## config.mk

```make
export PLATFORM = sky130hd
export DESIGN_NAME = pe_ctrl_seq_flat
export DESIGN_NICKNAME = d
export VERILOG_FILES = /design/src/rtl/pe_ctrl_seq_if.sv /design/src/rtl/pe_ctrl_seq.sv /design/src/flat_wrapper.sv
export SDC_FILE = /design/constraint.sdc
export NUM_CORES = 1
export LEC_CHECK = 0
export CORE_MARGIN = 4
export CORE_UTILIZATION = 50
export DETAILED_ROUTE_END_ITERATION = 8
export GPL_ROUTABILITY_DRIVEN = 0
export MAX_ROUTING_LAYER = met4
export PLACE_DENSITY = 0.88
export REMOVE_ABC_BUFFERS = 1
export SYNTH_ARGS = -nofsm -noshare
export SYNTH_HDL_FRONTEND = slang
export SYNTH_SLANG_ARGS = --single-unit
export TNS_END_PERCENT = 20
```

## constraint.sdc

```tcl
create_clock -name clk -period 4.3 [get_ports clk]
set_input_delay 0.43 -clock clk [delete_from_list [all_inputs] [get_ports clk]]
set_output_delay 0.43 -clock clk [all_outputs]
set_load 0.05 [all_outputs]
```

## src/rtl/pe_ctrl_seq_if.sv

```systemverilog
// Handshake and control bundle between the PE datapath/host and the PE control sequencer.
// The master side issues job requests and operand/opsum handshakes; the slave side is the sequencer.
interface pe_ctrl_seq_if #(
    parameter int KW  = 8,
    parameter int CHW = 4
);
    logic           en;
    logic [KW-1:0]  kernel_size;
    logic [CHW-1:0] num_ch;
    logic           in_valid;
    logic           out_ready;
    logic           mult_seln;
    logic           acc_seln;
    logic           opsum_seln;
    logic           in_ready;
    logic           out_valid;
    logic           busy;
    logic [KW-1:0]  mac_cnt;
    logic [CHW-1:0] ch_cnt;
    logic           cfg_err;
    logic [31:0]    stall_cnt;

    modport master (
        output en, kernel_size, num_ch, in_valid, out_ready,
        input  mult_seln, acc_seln, opsum_seln, in_ready, out_valid, busy,
               mac_cnt, ch_cnt, cfg_err, stall_cnt
    );

    modport slave (
        input  en, kernel_size, num_ch, in_valid, out_ready,
        output mult_seln, acc_seln, opsum_seln, in_ready, out_valid, busy,
               mac_cnt, ch_cnt, cfg_err, stall_cnt
    );
endinterface

```

## src/rtl/pe_ctrl_seq.sv

```systemverilog
// PE control sequencer: IDLE -> IPSUM -> OP (K MACs x C channels) -> OPSUM, all outputs Moore-registered.
// Optional stall performance counter enabled by defining PE_CTRL_STALL_CNT_EN.
module pe_ctrl_seq #(
    parameter int KW  = 8,
    parameter int CHW = 4
) (
    input  logic         clk,
    input  logic         rst,
    pe_ctrl_seq_if.slave pe
);
    typedef enum logic [1:0] {
        S_IDLE  = 2'd0,
        S_IPSUM = 2'd1,
        S_OP    = 2'd2,
        S_OPSUM = 2'd3
    } state_t;

    // Bit order: mult_seln, acc_seln, opsum_seln, in_ready, out_valid, busy
    typedef struct packed {
        logic mult_seln;
        logic acc_seln;
        logic opsum_seln;
        logic in_ready;
        logic out_valid;
        logic busy;
    } ctl_t;

    localparam logic [KW-1:0]  K_ONE  = KW'(1'b1);
    localparam logic [CHW-1:0] C_ONE  = CHW'(1'b1);
    localparam logic [KW-1:0]  K_ZERO = {KW{1'b0}};
    localparam logic [CHW-1:0] C_ZERO = {CHW{1'b0}};

    function automatic ctl_t decode(input state_t s);
        ctl_t c;
        case (s)
            S_IDLE:  c = ctl_t'(6'b111000);
            S_IPSUM: c = ctl_t'(6'b111001);
            S_OP:    c = ctl_t'(6'b001101);
            S_OPSUM: c = ctl_t'(6'b000011);
            default: c = ctl_t'(6'b111000);
        endcase
        return c;
    endfunction

    state_t         r_state;
    ctl_t           r_ctl;
    logic [KW-1:0]  r_k;
    logic [CHW-1:0] r_c;
    logic [KW-1:0]  r_mac_cnt;
    logic [CHW-1:0] r_ch_cnt;
    logic           r_cfg_err;

    logic w_cfg_ok;
    logic w_mac_last;
    logic w_ch_last;

    // Latched K and C are non-zero whenever OP is active, so K-1 / C-1 never wrap.
    assign w_cfg_ok   = (pe.kernel_size != K_ZERO) && (pe.num_ch != C_ZERO);
    assign w_mac_last = (r_mac_cnt == (r_k - K_ONE));
    assign w_ch_last  = (r_ch_cnt == (r_c - C_ONE));

    // State register with next-state Moore decode so outputs flip on the same edge as the state.
    always_ff @(posedge clk) begin
        if (rst) begin
            r_state   <= S_IDLE;
            r_ctl     <= decode(S_IDLE);
            r_k       <= K_ZERO;
            r_c       <= C_ZERO;
            r_mac_cnt <= K_ZERO;
            r_ch_cnt  <= C_ZERO;
            r_cfg_err <= 1'b0;
        end else begin
            r_cfg_err <= 1'b0;
            case (r_state)
                S_IDLE: begin
                    if (pe.en && w_cfg_ok) begin
                        r_k       <= pe.kernel_size;
                        r_c       <= pe.num_ch;
                        r_mac_cnt <= K_ZERO;
                        r_ch_cnt  <= C_ZERO;
                        r_state   <= S_IPSUM;
                        r_ctl     <= decode(S_IPSUM);
                    end else begin
                        r_cfg_err <= pe.en;
                        r_state   <= S_IDLE;
                        r_ctl     <= decode(S_IDLE);
                    end
                end
                S_IPSUM: begin
                    r_mac_cnt <= K_ZERO;
                    r_ch_cnt  <= C_ZERO;
                    r_state   <= S_OP;
                    r_ctl     <= decode(S_OP);
                end
                S_OP: begin
                    if (!pe.in_valid) begin
                        r_state <= S_OP;
                        r_ctl   <= decode(S_OP);
                    end else if (!w_mac_last) begin
                        r_mac_cnt <= r_mac_cnt + K_ONE;
                        r_state   <= S_OP;
                        r_ctl     <= decode(S_OP);
                    end else if (!w_ch_last) begin
                        // Channel rollover keeps accumulating; the ipsum is not reloaded.
                        r_mac_cnt <= K_ZERO;
                        r_ch_cnt  <= r_ch_cnt + C_ONE;
                        r_state   <= S_OP;
                        r_ctl     <= decode(S_OP);
                    end else begin
                        r_state <= S_OPSUM;
                        r_ctl   <= decode(S_OPSUM);
                    end
                end
                S_OPSUM: begin
                    if (!pe.out_ready) begin
                        r_state <= S_OPSUM;
                        r_ctl   <= decode(S_OPSUM);
                    end else if (pe.en && w_cfg_ok) begin
                        r_k       <= pe.kernel_size;
                        r_c       <= pe.num_ch;
                        r_mac_cnt <= K_ZERO;
                        r_ch_cnt  <= C_ZERO;
                        r_state   <= S_IPSUM;
                        r_ctl     <= decode(S_IPSUM);
                    end else begin
                        r_cfg_err <= pe.en;
                        r_state   <= S_IDLE;
                        r_ctl     <= decode(S_IDLE);
                    end
                end
                default: begin
                    r_state <= S_IDLE;
                    r_ctl   <= decode(S_IDLE);
                end
            endcase
        end
    end

    assign pe.mult_seln  = r_ctl.mult_seln;
    assign pe.acc_seln   = r_ctl.acc_seln;
    assign pe.opsum_seln = r_ctl.opsum_seln;
    assign pe.in_ready   = r_ctl.in_ready;
    assign pe.out_valid  = r_ctl.out_valid;
    assign pe.busy       = r_ctl.busy;
    assign pe.mac_cnt    = r_mac_cnt;
    assign pe.ch_cnt     = r_ch_cnt;
    assign pe.cfg_err    = r_cfg_err;

`ifdef PE_CTRL_STALL_CNT_EN
    logic [31:0] r_stall_cnt;
    logic        w_stall;

    assign w_stall = ((r_state == S_OP) && !pe.in_valid) ||
                     ((r_state == S_OPSUM) && !pe.out_ready);

    // Saturating stall counter, cleared only by reset.
    always_ff @(posedge clk) begin
        if (rst) begin
            r_stall_cnt <= 32'd0;
        end else if (w_stall && (r_stall_cnt != 32'hFFFF_FFFF)) begin
            r_stall_cnt <= r_stall_cnt + 32'd1;
        end else begin
            r_stall_cnt <= r_stall_cnt;
        end
    end

    assign pe.stall_cnt = r_stall_cnt;
`else
    assign pe.stall_cnt = 32'd0;
`endif

endmodule

```

## src/flat_wrapper.sv

```systemverilog
// flat-port wrapper written by rule: the top's interface ports become plain ports
module pe_ctrl_seq_flat 
#(
    parameter int KW  = 8,
    parameter int CHW = 4
)
  (clk, rst, pe_en, pe_kernel_size, pe_num_ch, pe_in_valid, pe_out_ready, pe_mult_seln, pe_acc_seln, pe_opsum_seln, pe_in_ready, pe_out_valid, pe_busy, pe_mac_cnt, pe_ch_cnt, pe_cfg_err, pe_stall_cnt);
  pe_ctrl_seq_if #(.KW(KW), .CHW(CHW)) pe_i ();
  input  logic clk;
  input  logic rst;
  input wire logic [$bits(pe_i.en)-1:0] pe_en;
  input wire logic [$bits(pe_i.kernel_size)-1:0] pe_kernel_size;
  input wire logic [$bits(pe_i.num_ch)-1:0] pe_num_ch;
  input wire logic [$bits(pe_i.in_valid)-1:0] pe_in_valid;
  input wire logic [$bits(pe_i.out_ready)-1:0] pe_out_ready;
  output wire logic [$bits(pe_i.mult_seln)-1:0] pe_mult_seln;
  output wire logic [$bits(pe_i.acc_seln)-1:0] pe_acc_seln;
  output wire logic [$bits(pe_i.opsum_seln)-1:0] pe_opsum_seln;
  output wire logic [$bits(pe_i.in_ready)-1:0] pe_in_ready;
  output wire logic [$bits(pe_i.out_valid)-1:0] pe_out_valid;
  output wire logic [$bits(pe_i.busy)-1:0] pe_busy;
  output wire logic [$bits(pe_i.mac_cnt)-1:0] pe_mac_cnt;
  output wire logic [$bits(pe_i.ch_cnt)-1:0] pe_ch_cnt;
  output wire logic [$bits(pe_i.cfg_err)-1:0] pe_cfg_err;
  output wire logic [$bits(pe_i.stall_cnt)-1:0] pe_stall_cnt;
  assign pe_i.en = pe_en;
  assign pe_i.kernel_size = pe_kernel_size;
  assign pe_i.num_ch = pe_num_ch;
  assign pe_i.in_valid = pe_in_valid;
  assign pe_i.out_ready = pe_out_ready;
  assign pe_mult_seln = pe_i.mult_seln;
  assign pe_acc_seln = pe_i.acc_seln;
  assign pe_opsum_seln = pe_i.opsum_seln;
  assign pe_in_ready = pe_i.in_ready;
  assign pe_out_valid = pe_i.out_valid;
  assign pe_busy = pe_i.busy;
  assign pe_mac_cnt = pe_i.mac_cnt;
  assign pe_ch_cnt = pe_i.ch_cnt;
  assign pe_cfg_err = pe_i.cfg_err;
  assign pe_stall_cnt = pe_i.stall_cnt;
  pe_ctrl_seq #(.KW(KW), .CHW(CHW)) u_core (.clk(clk), .rst(rst), .pe(pe_i));
endmodule
```

# [Word-level counts from Yosys, hierarchy flattened]
# Index checks and enable logic that the tools add are counted.
[totals] input_bits=17 regBits=33
[op_classes] mux=33 n_reduce_logical=9 n_eq_ne=10 add_sub_neg=4
[op_table] operator="2-to-1 mux 8 bit" n=7
[op_table] operator="2-to-1 mux 4 bit" n=8
[op_table] operator="one-hot mux 8 bit (4 select lines)" n=1
[op_table] operator="one-hot mux 6 bit (4 select lines)" n=1
[op_table] operator="2-to-1 mux 6 bit" n=3
[op_table] operator="one-hot mux 4 bit (4 select lines)" n=1
[op_table] operator="one-hot mux 8 bit (2 select lines)" n=1
[op_table] operator="adder 8 x 1 -> 8 bit, second input constant" n=1
[op_table] operator="== test 8 bit" n=1
[op_table] operator="one-hot mux 2 bit (4 select lines)" n=1
[op_table] operator="one-hot mux 4 bit (2 select lines)" n=1
[op_table] operator="nonzero test 8 bit" n=1
[op_table] operator="subtractor 8 x 1 -> 8 bit, second input constant" n=1
[op_table] operator="2-to-1 mux 2 bit" n=3
[op_table] operator="!= test 2 bit, second input constant" n=3
[op_table] operator="2-to-1 mux 1 bit" n=5
[op_table] operator="adder 4 x 1 -> 4 bit, second input constant" n=1
[op_table] operator="== test 2 bit, second input constant" n=2
[op_table] operator="== test 4 bit" n=1
[op_table] operator="AND reduction 4 bit" n=1
[op_table] operator="nonzero test 4 bit" n=1
[op_table] operator="subtractor 4 x 1 -> 4 bit, second input constant" n=1
[op_table] operator="!= test 3 bit, second input constant" n=1
[op_table] operator="AND reduction 3 bit" n=1
[op_table] operator="other kinds (7)" n=8

# [Depth between registers and ports, before layout]
[logic_depth] depth_word=6 mapped_depth=10

# [Least setup slack after synthesis]
# OpenSTA, ideal clock, no wires.
[synth_path] kind="flip-flop to flip-flop" from="register u_core.r_k[0]" to="register u_core.r_ch_cnt[3] (netlist: u_core.pe.ch_cnt[3])" slack_ns=1.656 required_ns=4.230 path_stages_with_launch=11 path_buffers=1 arrival_ns=2.574 synth_period_minus_slack_ns=2.644 cell_sequence="dfxtp_1 -> inv_1 -> ha_1 -> buf_2 -> or3_4 -> nor4b_4 -> a311oi_2 -> a211oi_4 -> a31oi_1 -> or3_1 -> a21oi_1"
[synth_via] elab_chain_cells=4
[synth_rtl] element="from (decl)" line="pe_ctrl_seq.sv:47" text="logic [KW-1:0] r_k;"
[synth_rtl] element="from (signal assigned)" line="pe_ctrl_seq.sv:77" text="r_k <= pe.kernel_size;"
[synth_rtl] element="from (signal assigned)" line="pe_ctrl_seq.sv:119" text="r_k <= pe.kernel_size;"
[synth_rtl] element="subtractor 8 x 1 -> 8 bit" line="pe_ctrl_seq.sv:59" text="assign w_mac_last = (r_mac_cnt == (r_k - K_ONE));"
[synth_rtl] element="== test 8 bit" line="pe_ctrl_seq.sv:59"
[synth_rtl] element="!= test 2 x 1 -> 1 bit (no source line)"
[synth_rtl] element="AND reduction 4 bit (no source line)"
[synth_rtl] element="to (signal assigned)" line="pe_ctrl_seq.sv:106" text="r_ch_cnt <= r_ch_cnt + C_ONE;"
[synth_rtl] element="to (decl)" line="pe_ctrl_seq.sv:50" text="logic [CHW-1:0] r_ch_cnt;"
# Every way passes these cells.
# A chain may end at the register's enable or synchronous reset.

# [Final worst setup path]
[layout_path] from="register u_core.r_k[0]" to="register u_core.r_ch_cnt[2] (netlist: u_core.pe.ch_cnt[2])"
# The elaborated chain is that of the path after synthesis.

==> qor.yml <==
p_switching_w: 0.000304
synthCells: 254
setup_tns_ns: 0
hp-class: "flop to flop"
cts_max_path_buffers: 2
yosysUniqueCellTypes: 51
path_buf_inv: 1
clkPwrFrac_pct: 27.7
grt_pass1_wl_um: 7990
critical_path.endpoint_type: "flop"
synth_ff_type: "dfxtp_1"
drv_cap: 0
worstPathArrival_ns: 3.17
rows: 23
finalMaxSlewViolations: 0
cts_made_buffers: 5
synth_xor_area_share_pct: 8.97
num_antenna_cells: 0
path_clk_slew_ns: 0.06
area_growth_pct: 16.1
wl_per_cell_um: 13.9
ys_seq_elements: 32
htreeDepth: 2
synth_edf_count: 0
slew_headroom_pct: 17.2
max_stage_delay_ns: 0.49
nets: 312
first_iter_violations: 154
cts_num_sinks: 32
die_area_mm2: 0.00541
critPathSlowestCell: "a211oi_4"
tightest_slew_ns: 1.24
num_io_pins: 68
cts-root-buf: "clkbuf_8"
synth_top_cells_by_area: "dfxtp_1, buf_4, xnor2_1"
grt-ovfl-total: 0
antenna_found_initial: 0
cts_hold_buffers: 0
wirelength_um: 4700
p_int_w: 0.000536
start_util_pct: 52.5
worst_setup_path_start_kind: "flop"
synth_top_cell_by_area: "dfxtp_1"
cp_top_family: "compound AO/OA/AOI/OAI gates"
finalWorstSetupSlack_ns: 1.33
cp_max_fo: 10
cts_resized: 0
grt_pass1_vias: 1735
num_vias: 1805
postCtsSetupBuffers: 0
post-place-cells: 329
p_seq_share_pct: 39.6
powerDensity_mw_per_mm2: 337
finalHoldViolations: 0
post_synth_mux_area_share_pct: 3.73
syn_area_per_cell_um2: 8.45
synth_top_area_share_pct: 29.8
rsz0062_at_grt: "false"
drive_gt1_share_pct: 5.57
critPathRequiredTime_ns: 4.50
finalSetupViolCount: 0
synth-compound-area-share_pct: 16.1
synth_seq_area_share_pct: 29.8
fin_crit_sh_pct: 69.0
clock_skew_ns: 0.00335
synthAdderAreaFrac_pct: 5.24
min_period_ns: 2.97
coreArea_mm2: 0.00409
drcViolationCount: 0
die_w_um: 73.5
r2r_start: "u_core.r_k[0]"
critPathLaunch: "u_core.r_k[0]"
design_area_mm2: 0.00249
portBuffers: 35
worstHoldStart: "u_core.r_k[6]"
final_util_pct: 61.0
yosysMostFrequentCell: "nor2_1"
drtAntennaViolNets: 0
place_area_mm2: 0.00240
crit_chain: "inv_1, ha_1, or3_4, nor4b_4, a311oi_2, a211oi_4, a31oi_1, or3_1, a21oi_1"
dr.pass1.iters: 4
netlist_area_mm2: 0.00215
grt_max_degree: 28
grtUsageTotal_pct: 19.4
synthTopCellsByCount: "nor2_1, buf_4, dfxtp_1"
preCtsSetupSlack_ns: 1.40
max_clock_freq_mhz: 337
path_class: "flop to flop"
cts_tree: "built"
die_h_um: 73.5
clock_latency_ns: 0.28
status: "finished, final reports clean"
async_flop_share_pct: 0
p_comb_share_pct: 32.7
yosys.area_share.simple_pct: 20.3
synth_top_family_by_area: "simple AND/OR/NAND/NOR gates"
dpl.hpwl_um: 3550
ys.warnings.count: 0
max-vdd-ir-drop_mv: 0.208
p_leak_nw: 0.930
fin_cells: 337
vias_per_cell: 5.36
p_sw_share_pct: 36.2
cell type report:
type,instances,area [um^2]
clock buffers,8,90.1
fillers,358,1590
inverters,15,56.3
multi-input cells,197,1290
flip-flops and latches,32,641
well taps,50,62.6
repair buffers,35,350
cells by family (layout without fill, tap and decap cells):
family | count (synthesis) | count (layout)
mux | 8 | 8
buf+inv | 56 | 58
flops | 32 | 32
other cells | 1 | 32
compound gates | 47 | 47
simple gates | 79 | 79
fa+ha+maj | 9 | 9
xor+xnor | 22 | 22
power by group through the flow:
| stage | clock [W] | combinational [W] | sequential [W] |
|---|---|---|---|
| 5_1_grt | 0.000253 | 0.000300 | 0.000335 |
| 6_report | 0.000233 | 0.000275 | 0.000333 |
| 2_1_floorplan | 0 | 0.000193 | 0.000356 |
| 3_3_place_gp | 0 | 0.000266 | 0.000338 |
| 3_5_place_dp | 0 | 0.000271 | 0.000339 |
| 4_1_cts | 0.000239 | 0.000273 | 0.000333 |
placed cells by master, fill, tap and decap left out, types with 3 or more instances in the layout:
cell              n
a211oi_1          7
clkbuf_8          6
xnor2_1          18
or3_1             3
nor4_1            7
clkdlybuf4s50_1  35
nand2_1           6
a2111oi_0         3
or2_2             3
conb_1           32
ha_1              9
dfxtp_1          32
nor3_1            5
a21oi_1          15
xor2_1            4
o21ai_0           3
inv_1            15
nand4_1           3
mux2i_1           8
nor2_1           34
routing by layer:
layer / share of wire [%] / track usage (%)
met1: 40 / 23.5
met3: 5.8 / 4.24
met5: 0 / -
met2: 52 / 30.6
met4: 2.3 / 8.65
state kept, by name, indices dropped and copies added, names as in the netlist:
register and flops:
u_core.pe.out_valid 1, u_core.pe.busy 1, u_core.r_state 2, u_core.pe.in_ready 1
u_core.pe.mac_cnt 8, u_core.r_k 8, u_core.pe.cfg_err 1, u_core.pe.opsum_seln 1
u_core.r_c 4, u_core.pe.acc_seln 1, u_core.pe.ch_cnt 4
final timing paths:
check / cells past startpoint / end / slack (ns)
worst max register to register: 9 / u_core.pe.ch_cnt[2] / 1.33
worst min register to register: 2 / u_core.r_k[6] / 0.51
worst max-delay path: 9 / u_core.pe.ch_cnt[2] / 1.33
worst min-delay path: 2 / u_core.r_k[6] / 0.51
stage by stage:
stage,hold slack (ns),total power [W]
6_report,0.507,0.000840
4_1_cts,0.508,0.000845
2_1_floorplan,0.460,0.000549
3_5_place_dp,0.493,0.000611
3_3_place_gp,0.478,0.000603
5_1_grt,0.573,0.000887
worst register-to-register path, stage by stage, from the launching register on:
cell      delay (ns)
dfxtp_1         0.45
inv_1           0.09
ha_1            0.31
or3_4           0.38
nor4b_4         0.22
a311oi_2        0.09
a211oi_4        0.49
a31oi_1         0.31
or3_1           0.38
a21oi_1         0.18
Note: power is estimated with default switching activity, not from simulation.
